**src/rtl/memory_weights_loader.sv**
```systemverilog
// Packs LANES consecutive input beats into one DATA_WIDTH row and writes rows
// 0..N-1 of a weight memory, one single-cycle write per completed row.
module memory_weights_loader #(
    parameter int DATA_WIDTH = 1024,
    parameter int ADDR_DEPTH = 1024,
    parameter int ADDR_WIDTH = $clog2(ADDR_DEPTH),
    parameter int IN_WIDTH   = 32
) (
    input  logic                  clk,
    input  logic                  rst,
    input  logic                  start,
    input  logic [ADDR_WIDTH:0]   num_rows,
    input  logic                  s_valid,
    input  logic [IN_WIDTH-1:0]   s_data,
    output logic                  s_ready,
    output logic                  we,
    output logic [ADDR_WIDTH-1:0] waddr,
    output logic [DATA_WIDTH-1:0] wdata,
    output logic                  busy,
    output logic                  done
);
    localparam int LANES  = DATA_WIDTH / IN_WIDTH;
    localparam int LANE_W = $clog2(LANES);
    localparam logic [ADDR_WIDTH:0] MAX_ROWS = (ADDR_WIDTH+1)'(ADDR_DEPTH);

    localparam logic [1:0] S_IDLE  = 2'd0;
    localparam logic [1:0] S_LOAD  = 2'd1;
    localparam logic [1:0] S_FLUSH = 2'd2;
    localparam logic [1:0] S_FIN   = 2'd3;

    // Handshake: a beat moves only on a cycle with s_valid & s_ready both high;
    // s_ready depends on state alone, never on s_valid.
    logic [1:0]                       state;
    logic [ADDR_WIDTH:0]              n_rows;
    logic [ADDR_WIDTH-1:0]            row_cnt;
    logic [LANE_W-1:0]                lane_cnt;
    logic [LANES-1:0][IN_WIDTH-1:0]   acc;
    logic [LANES-1:0][IN_WIDTH-1:0]   acc_next;
    logic [ADDR_WIDTH:0]              n_clamped;
    logic                             lane_last;
    logic                             row_last;

    assign n_clamped = (num_rows > MAX_ROWS) ? MAX_ROWS : num_rows;
    assign lane_last = (lane_cnt == LANE_W'(LANES - 1));
    assign row_last  = ({1'b0, row_cnt} == (n_rows - (ADDR_WIDTH+1)'(1)));

    // Row with the incoming beat merged, so the final lane reaches wdata directly.
    always_comb begin
        acc_next           = acc;
        acc_next[lane_cnt] = s_data;
    end

    always_ff @(posedge clk) begin
        if (rst) begin
            state    <= S_IDLE;
            n_rows   <= '0;
            row_cnt  <= '0;
            lane_cnt <= '0;
            acc      <= '0;
            we       <= 1'b0;
            waddr    <= '0;
            wdata    <= '0;
        end else begin
            we <= 1'b0;
            case (state)
                S_IDLE: begin
                    if (start) begin
                        n_rows   <= n_clamped;
                        row_cnt  <= '0;
                        lane_cnt <= '0;
                        acc      <= '0;
                        state    <= (n_clamped == '0) ? S_FIN : S_LOAD;
                    end
                end
                S_LOAD: begin
                    if (s_valid) begin
                        acc <= acc_next;
                        if (lane_last) begin
                            lane_cnt <= '0;
                            we       <= 1'b1;
                            waddr    <= row_cnt;
                            wdata    <= acc_next;
                            if (row_last) begin
                                state <= S_FLUSH;
                            end else begin
                                row_cnt <= row_cnt + ADDR_WIDTH'(1);
                            end
                        end else begin
                            lane_cnt <= lane_cnt + LANE_W'(1);
                        end
                    end
                end
                S_FLUSH: state <= S_FIN;
                S_FIN:   state <= S_IDLE;
                default: state <= S_IDLE;
            endcase
        end
    end

    assign s_ready = (state == S_LOAD);
    assign busy    = (state == S_LOAD) || (state == S_FLUSH);
    assign done    = (state == S_FIN);
endmodule

```
**config.mk**
```make
export PLATFORM = sky130hd
export DESIGN_NAME = memory_weights_loader
export DESIGN_NICKNAME = d
export VERILOG_FILES = /design/src/rtl/memory_weights_loader.sv
export SDC_FILE = /design/constraint.sdc
export NUM_CORES = 2
export LEC_CHECK = 0
export BUFFER_PORTS_ARGS = -buffer_cell sky130_fd_sc_hd__buf_2
export CAP_MARGIN = 10
export CORE_AREA = 5 5 413 415
export CTS_CLUSTER_SIZE = 16
export DETAILED_ROUTE_END_ITERATION = 12
export DIE_AREA = 0 0 418 420
export PLACE_DENSITY = 0.73
export SLEW_MARGIN = 20
export SYNTH_ARGS = -nofsm -noshare
export SYNTH_HDL_FRONTEND = slang
export SYNTH_SLANG_ARGS = --single-unit
```
**constraint.sdc**
```tcl
create_clock -name clk -period 5.33 [get_ports clk]
set_input_delay 0.7995 -clock clk [delete_from_list [all_inputs] [get_ports clk]]
set_output_delay 0.7995 -clock clk [all_outputs]
set_load 0.01 [all_outputs]
```
Yosys cells after proc, flatten, opt, wreduce, memory -nomap -nowiden --
Index checks and enable logic that the tools add are counted.
Word-level totals: logic and storage cells 91, bits of input ports 47, register bits after elaboration 2087
Operators by class: add/subtract/negate cells 3, bitwise operators 2, mux-type cells 23, reduce and logical (&&, ||, !) cells 11, equal/unequal tests 10, order comparisons 3
Operators by type and width (number):
- $mux W1024 | 2
- $pmux W1024 S2 | 1
- $bwmux W1024 | 1
- $demux W32 S5 | 1
- $mux W10 | 4
- $mux W32 | 1
- $pmux W10 S2 | 1
- $mux W5 | 3
- $eq A10 B11 Y1 | 1
- $gt A11 B11 Y1 const B | 1
- $logic_not A11 Y1 | 1
- $mux W11 | 1
- $sub A11 B1 Y11 const B | 1
- $add A10 B1 Y10 const B | 1
- $mux W2 | 5
- $pmux W5 S2 | 1
- $pmux W2 S4 | 1
- $lt A5 B6 Y1 const B | 1
- $ne A2 B2 Y1 const B | 3
- $reduce_and A3 Y1 | 2
- $add A5 B1 Y5 const B | 1
- $eq A5 B5 Y1 const B | 1
- $ge A5 B1 Y1 const B | 1
- $reduce_and A5 Y1 | 1
- other kinds (12) | 15

Longest topological paths before layout --
depth in word-level cells 7, depth in mapped cells 12

Least setup slack after synthesis --
No wires, ideal clock.
path type reg-to-reg, from register lane_cnt[3], to register wdata[401], setup slack 2.729 ns, stages on the path, launching flop included 12, data required time 5.244 ns, path buffers 6, data arrival time 2.516 ns, cell sequence dfxtp_1 clkbuf_1 clkbuf_1 and3_1 ha_1 and3_1 clkbuf_1 clkbuf_1 clkbuf_1 buf_1 nor2_1 a211oi_1
On the way: elaborated cells on any way between the ends 8, those cells by class order compare: 2; eq/ne: 1; mux: 3; reduce/logical: 2
RTL lines:
- from (decl) | line 36 | logic [LANE_W-1:0] lane_cnt;
- from (signal assigned) | line 89 | lane_cnt <= lane_cnt + LANE_W'(1);
- $eq A5 B5 Y1 | line 44 | assign lane_last = (lane_cnt == LANE_W'(LANES - 1));
- net lane_last | line 40 | logic lane_last;
- $reduce_and A3 Y1 (no line)
- to (signal assigned) | line 82 | wdata <= acc_next;
- to (decl) | line 18 | output logic [DATA_WIDTH-1:0] wdata,
The timed path passes the listed nets, and every way through them passes these cells. A chain may end at the register's enable or synchronous reset.

Worst setup path after layout --
from register lane_cnt[3], to register wdata[249]
Same word-level chain as after synthesis.

==> impl_metrics.csv <==
group,metric,value,unit
status,status,"finished clean",
synthesis,synth_edf_count,0,
floorplanning,core,0.166,mm²
job,cap_violations,0,
critical_path,crit_buf_inv,1,
floorplanning,start_util,0.487,
timing,fin_crit_sh,0.662,
clock_tree,cts_tree,"done",
clock_tree,ctsHoldBuffers,0,
timing,rsz0062_at_grt,"no",
clock_tree,cts-root-buf,"clkbuf_16",
route,drc,0,
timing,hold_violations,0,
power_and_ir_drop,p_leak,0.0359,µW
placement,dp_slack,1.79,ns
critical_path,slowest_delay,0.96,ns
critical_path,cp_cell_sequence,"and3_1 > ha_1 > and3_4 > buf_12 > nor2_1 > a211oi_1",
timing,worst_pin_slew,1.14,ns
cells_and_area,drive_gt1_frac,0.184,
power_and_ir_drop,vdd_drop_max,334,µV
clock_tree,cts_sinks,2087,
route,drtIter0Drc,8036,
critical_path,cp_slowest_cell,"and3_4",
global_route,grt_max_degree,220,
power_and_ir_drop,power_frac_comb,0.117,
global_route,groute.usage.overall,0.312,
synthesis,synth.avg_cell_area,9.47,µm²
global_route,grt.overflow.total,0,
synthesis,synth_seq_area_share,0.516,
worst_hold_path,holdPathStages,3,
floorplanning,num_rows,150,
route,finalWirelength,289,mm
critical_path,rr_worst_depth,6,
floorplanning,dieWidth,418,µm
global_route,grt_antenna_before_repair,8,
clock_tree,clock_path_buffers,3,
clock_tree,clk_latency,0.85,ns
cells_and_area,areaGrowthSynthToFinish,16.5,%
floorplanning,die_h,420,µm
placement,place_congestion,0.853,
cells_and_area,nNetsFinal,9069,
timing,finalCriticalPeriod,3.53,ns
power_and_ir_drop,clkPwrFrac,0.429,
route,firstDrtPassIters,6,
route,dr_total_vias,69526,
power_and_ir_drop,switchingPower,9590,µW
clock_tree,clk_pin_slew,0.06,ns
clock_tree,cts_buffers,203,
critical_path,critPathArrivalTime,4.26,ns
floorplanning,dieArea,0.176,mm²
cells_and_area,layout_commonest_cell,"dfxtp_1",
power_and_ir_drop,switching_share,0.278,
global_route,grt_pass1_vias,64558,
critical_path,crit_cells,6,
cells_and_area,final_cell_area,0.0944,mm²
clock_tree,htreeDepth,4,
floorplanning,ioPinCount,1085,
synthesis,synth_nets,8619,
placement,place_area,0.0875,mm²
route,antenna_left,0,
synthesis,ys_ff_latch,2087,
route,vias_per_cell,6.11,
synthesis,syn_inst,8560,
synthesis,synth.distinct_cells,55,
clock_tree,cts_setup_buffers,0,
timing,setup_viol,0,
synthesis,synth-main-ff-cell,"dfxtp_1",
placement,dp.cells,11008,
critical_path,start_kind,"flip-flop",
route,post_drt_wl_per_cell,25.4,µm
worst_hold_path,min_path_type,"in -> reg",
synthesis,ys_warn_count,0,
timing,fin_setup_tns,0,ns
synthesis,synth.cell_area,0.0810,mm²
critical_path,crit_family,"simple AND/OR/NAND/NOR gates",
critical_path,cp.required,6.07,ns
cells_and_area,stdcell_count,11383,
critical_path,cp_max_fo,151,
timing,slew_viol_final,0,
critical_path,endpoint_kind,"flip-flop",
clock_tree,post_cts_resized,0,
timing,clock_skew,0.0285,ns
power_and_ir_drop,intPower,24900,µW
placement,port_buffers,1084,
synthesis,async_reset_ff_frac,0,
timing,slew_headroom,0.237,
power_and_ir_drop,seqPwrFrac,0.454,
power_and_ir_drop,p_per_area,365,mW/mm²
global_route,grt_pass1_wl,419,mm
critical_path,crit_type,"reg -> reg",
cells_and_area,final_cell_mix,"dfxtp_1, nor2_1, buf_2, mux2i_1, a22oi_1",
placement,dp_hpwl,182,mm
timing,fmax,283,MHz
timing,fin_ws,1.80,ns
## area by class of cell
class                           instances  area, µm²
Inverter                               23       86.3
Clock inverter                         71        878
Fill cell                           14343      71800
Antenna cell                            5       12.5
Clock buffer                          298       5990
Tap cell                             2204       2760
Timing Repair Buffer                 1256       7170
Multi-Input combinational cell       5439      35800
Sequential cell                      2087      41800
## worst register-to-register path: stages, from the launching register on
cell and delay (ns):
dfxtp_1 0.72, and3_1 0.26, ha_1 0.32, and3_4 0.96, buf_12 0.53, nor2_1 0.33, a211oi_1 0.31
## through the flow
step           hold slack [ns]  power (µW)  utilization
4_1_cts                  0.157       34500        0.568
3_3_place_gp             0.443       19900        0.526
5_1_grt                  0.209       35400        0.568
6_report                 0.237       34500        0.568
2_1_floorplan            0.463       18500            -
3_5_place_dp             0.451       20000        0.526
## per-layer routing
metal,global-route usage,vias up,part of all wire
met5,0,-,0.000045
met4,0.223,2,0.081
met3,0.0504,861,0.079
met2,0.487,3392,0.45
met1,0.393,33793,0.39
li1,-,31478,-
## power by group through the flow
| stage | clock network (µW) | registers (µW) | logic [µW] |
|---|---|---|---|
| finish | 14800 | 15700 | 4030 |
| CTS | 14900 | 15700 | 3930 |
| detailed placement | 0 | 16000 | 3920 |
| global route | 15600 | 15700 | 4170 |
| global placement | 0 | 16000 | 3860 |
| floorplan | 0 | 16000 | 2440 |
## synth_stat cells, drive strengths merged (23+ instances only)
cell type  count  area, µm²
a21oi         33        165
inv           23       86.3
a211oi      1024       7690
clkbuf       881       3360
a22oi       1027       7710
nor3          27        140
buf          130        631
dfxtp       2087      41800
mux2i       1029      10300
nor2        2103       7900
nand2         39        149
o21ai         40        200
## state kept, by name, summed over array words and instances (netlist names)
name and flops:
n_rows 11, we 1, waddr 10, state 2
row_cnt 10, acc 1024, lane_cnt 5, wdata 1024
## path summary, 6_finish.rpt
path	endpoint	start	slack, ns
max	wdata[249]$_SDFFE_PP0P_	lane_cnt[3]$_SDFFE_PP0P_	1.80
max reg2reg	wdata[249]$_SDFFE_PP0P_	lane_cnt[3]$_SDFFE_PP0P_	1.80
min reg2reg	waddr[9]$_SDFFE_PP0P_	waddr[9]$_SDFFE_PP0P_	0.46
min	n_rows[6]$_SDFFE_PP0P_	num_rows[6]	0.24
## logic make-up (layout without fill, tap and decap cells)
family | Yosys count | count (layout) | synth area share
AOI/OAI and AO/OA | 2141 | 2141 | 0.196
xor gates and xnor gates | 14 | 14 | 0.00151
adders and majority gates | 12 | 12 | 0.00185
buffers and inverters | 1034 | 1648 | 0.0503
DFF | 2087 | 2087 | 0.516
muxes | 1030 | 1030 | 0.127
other | 0 | 5 | 0
and+or+nand+nor | 2242 | 2242 | 0.107
Power figures use the tool's default switching activity.
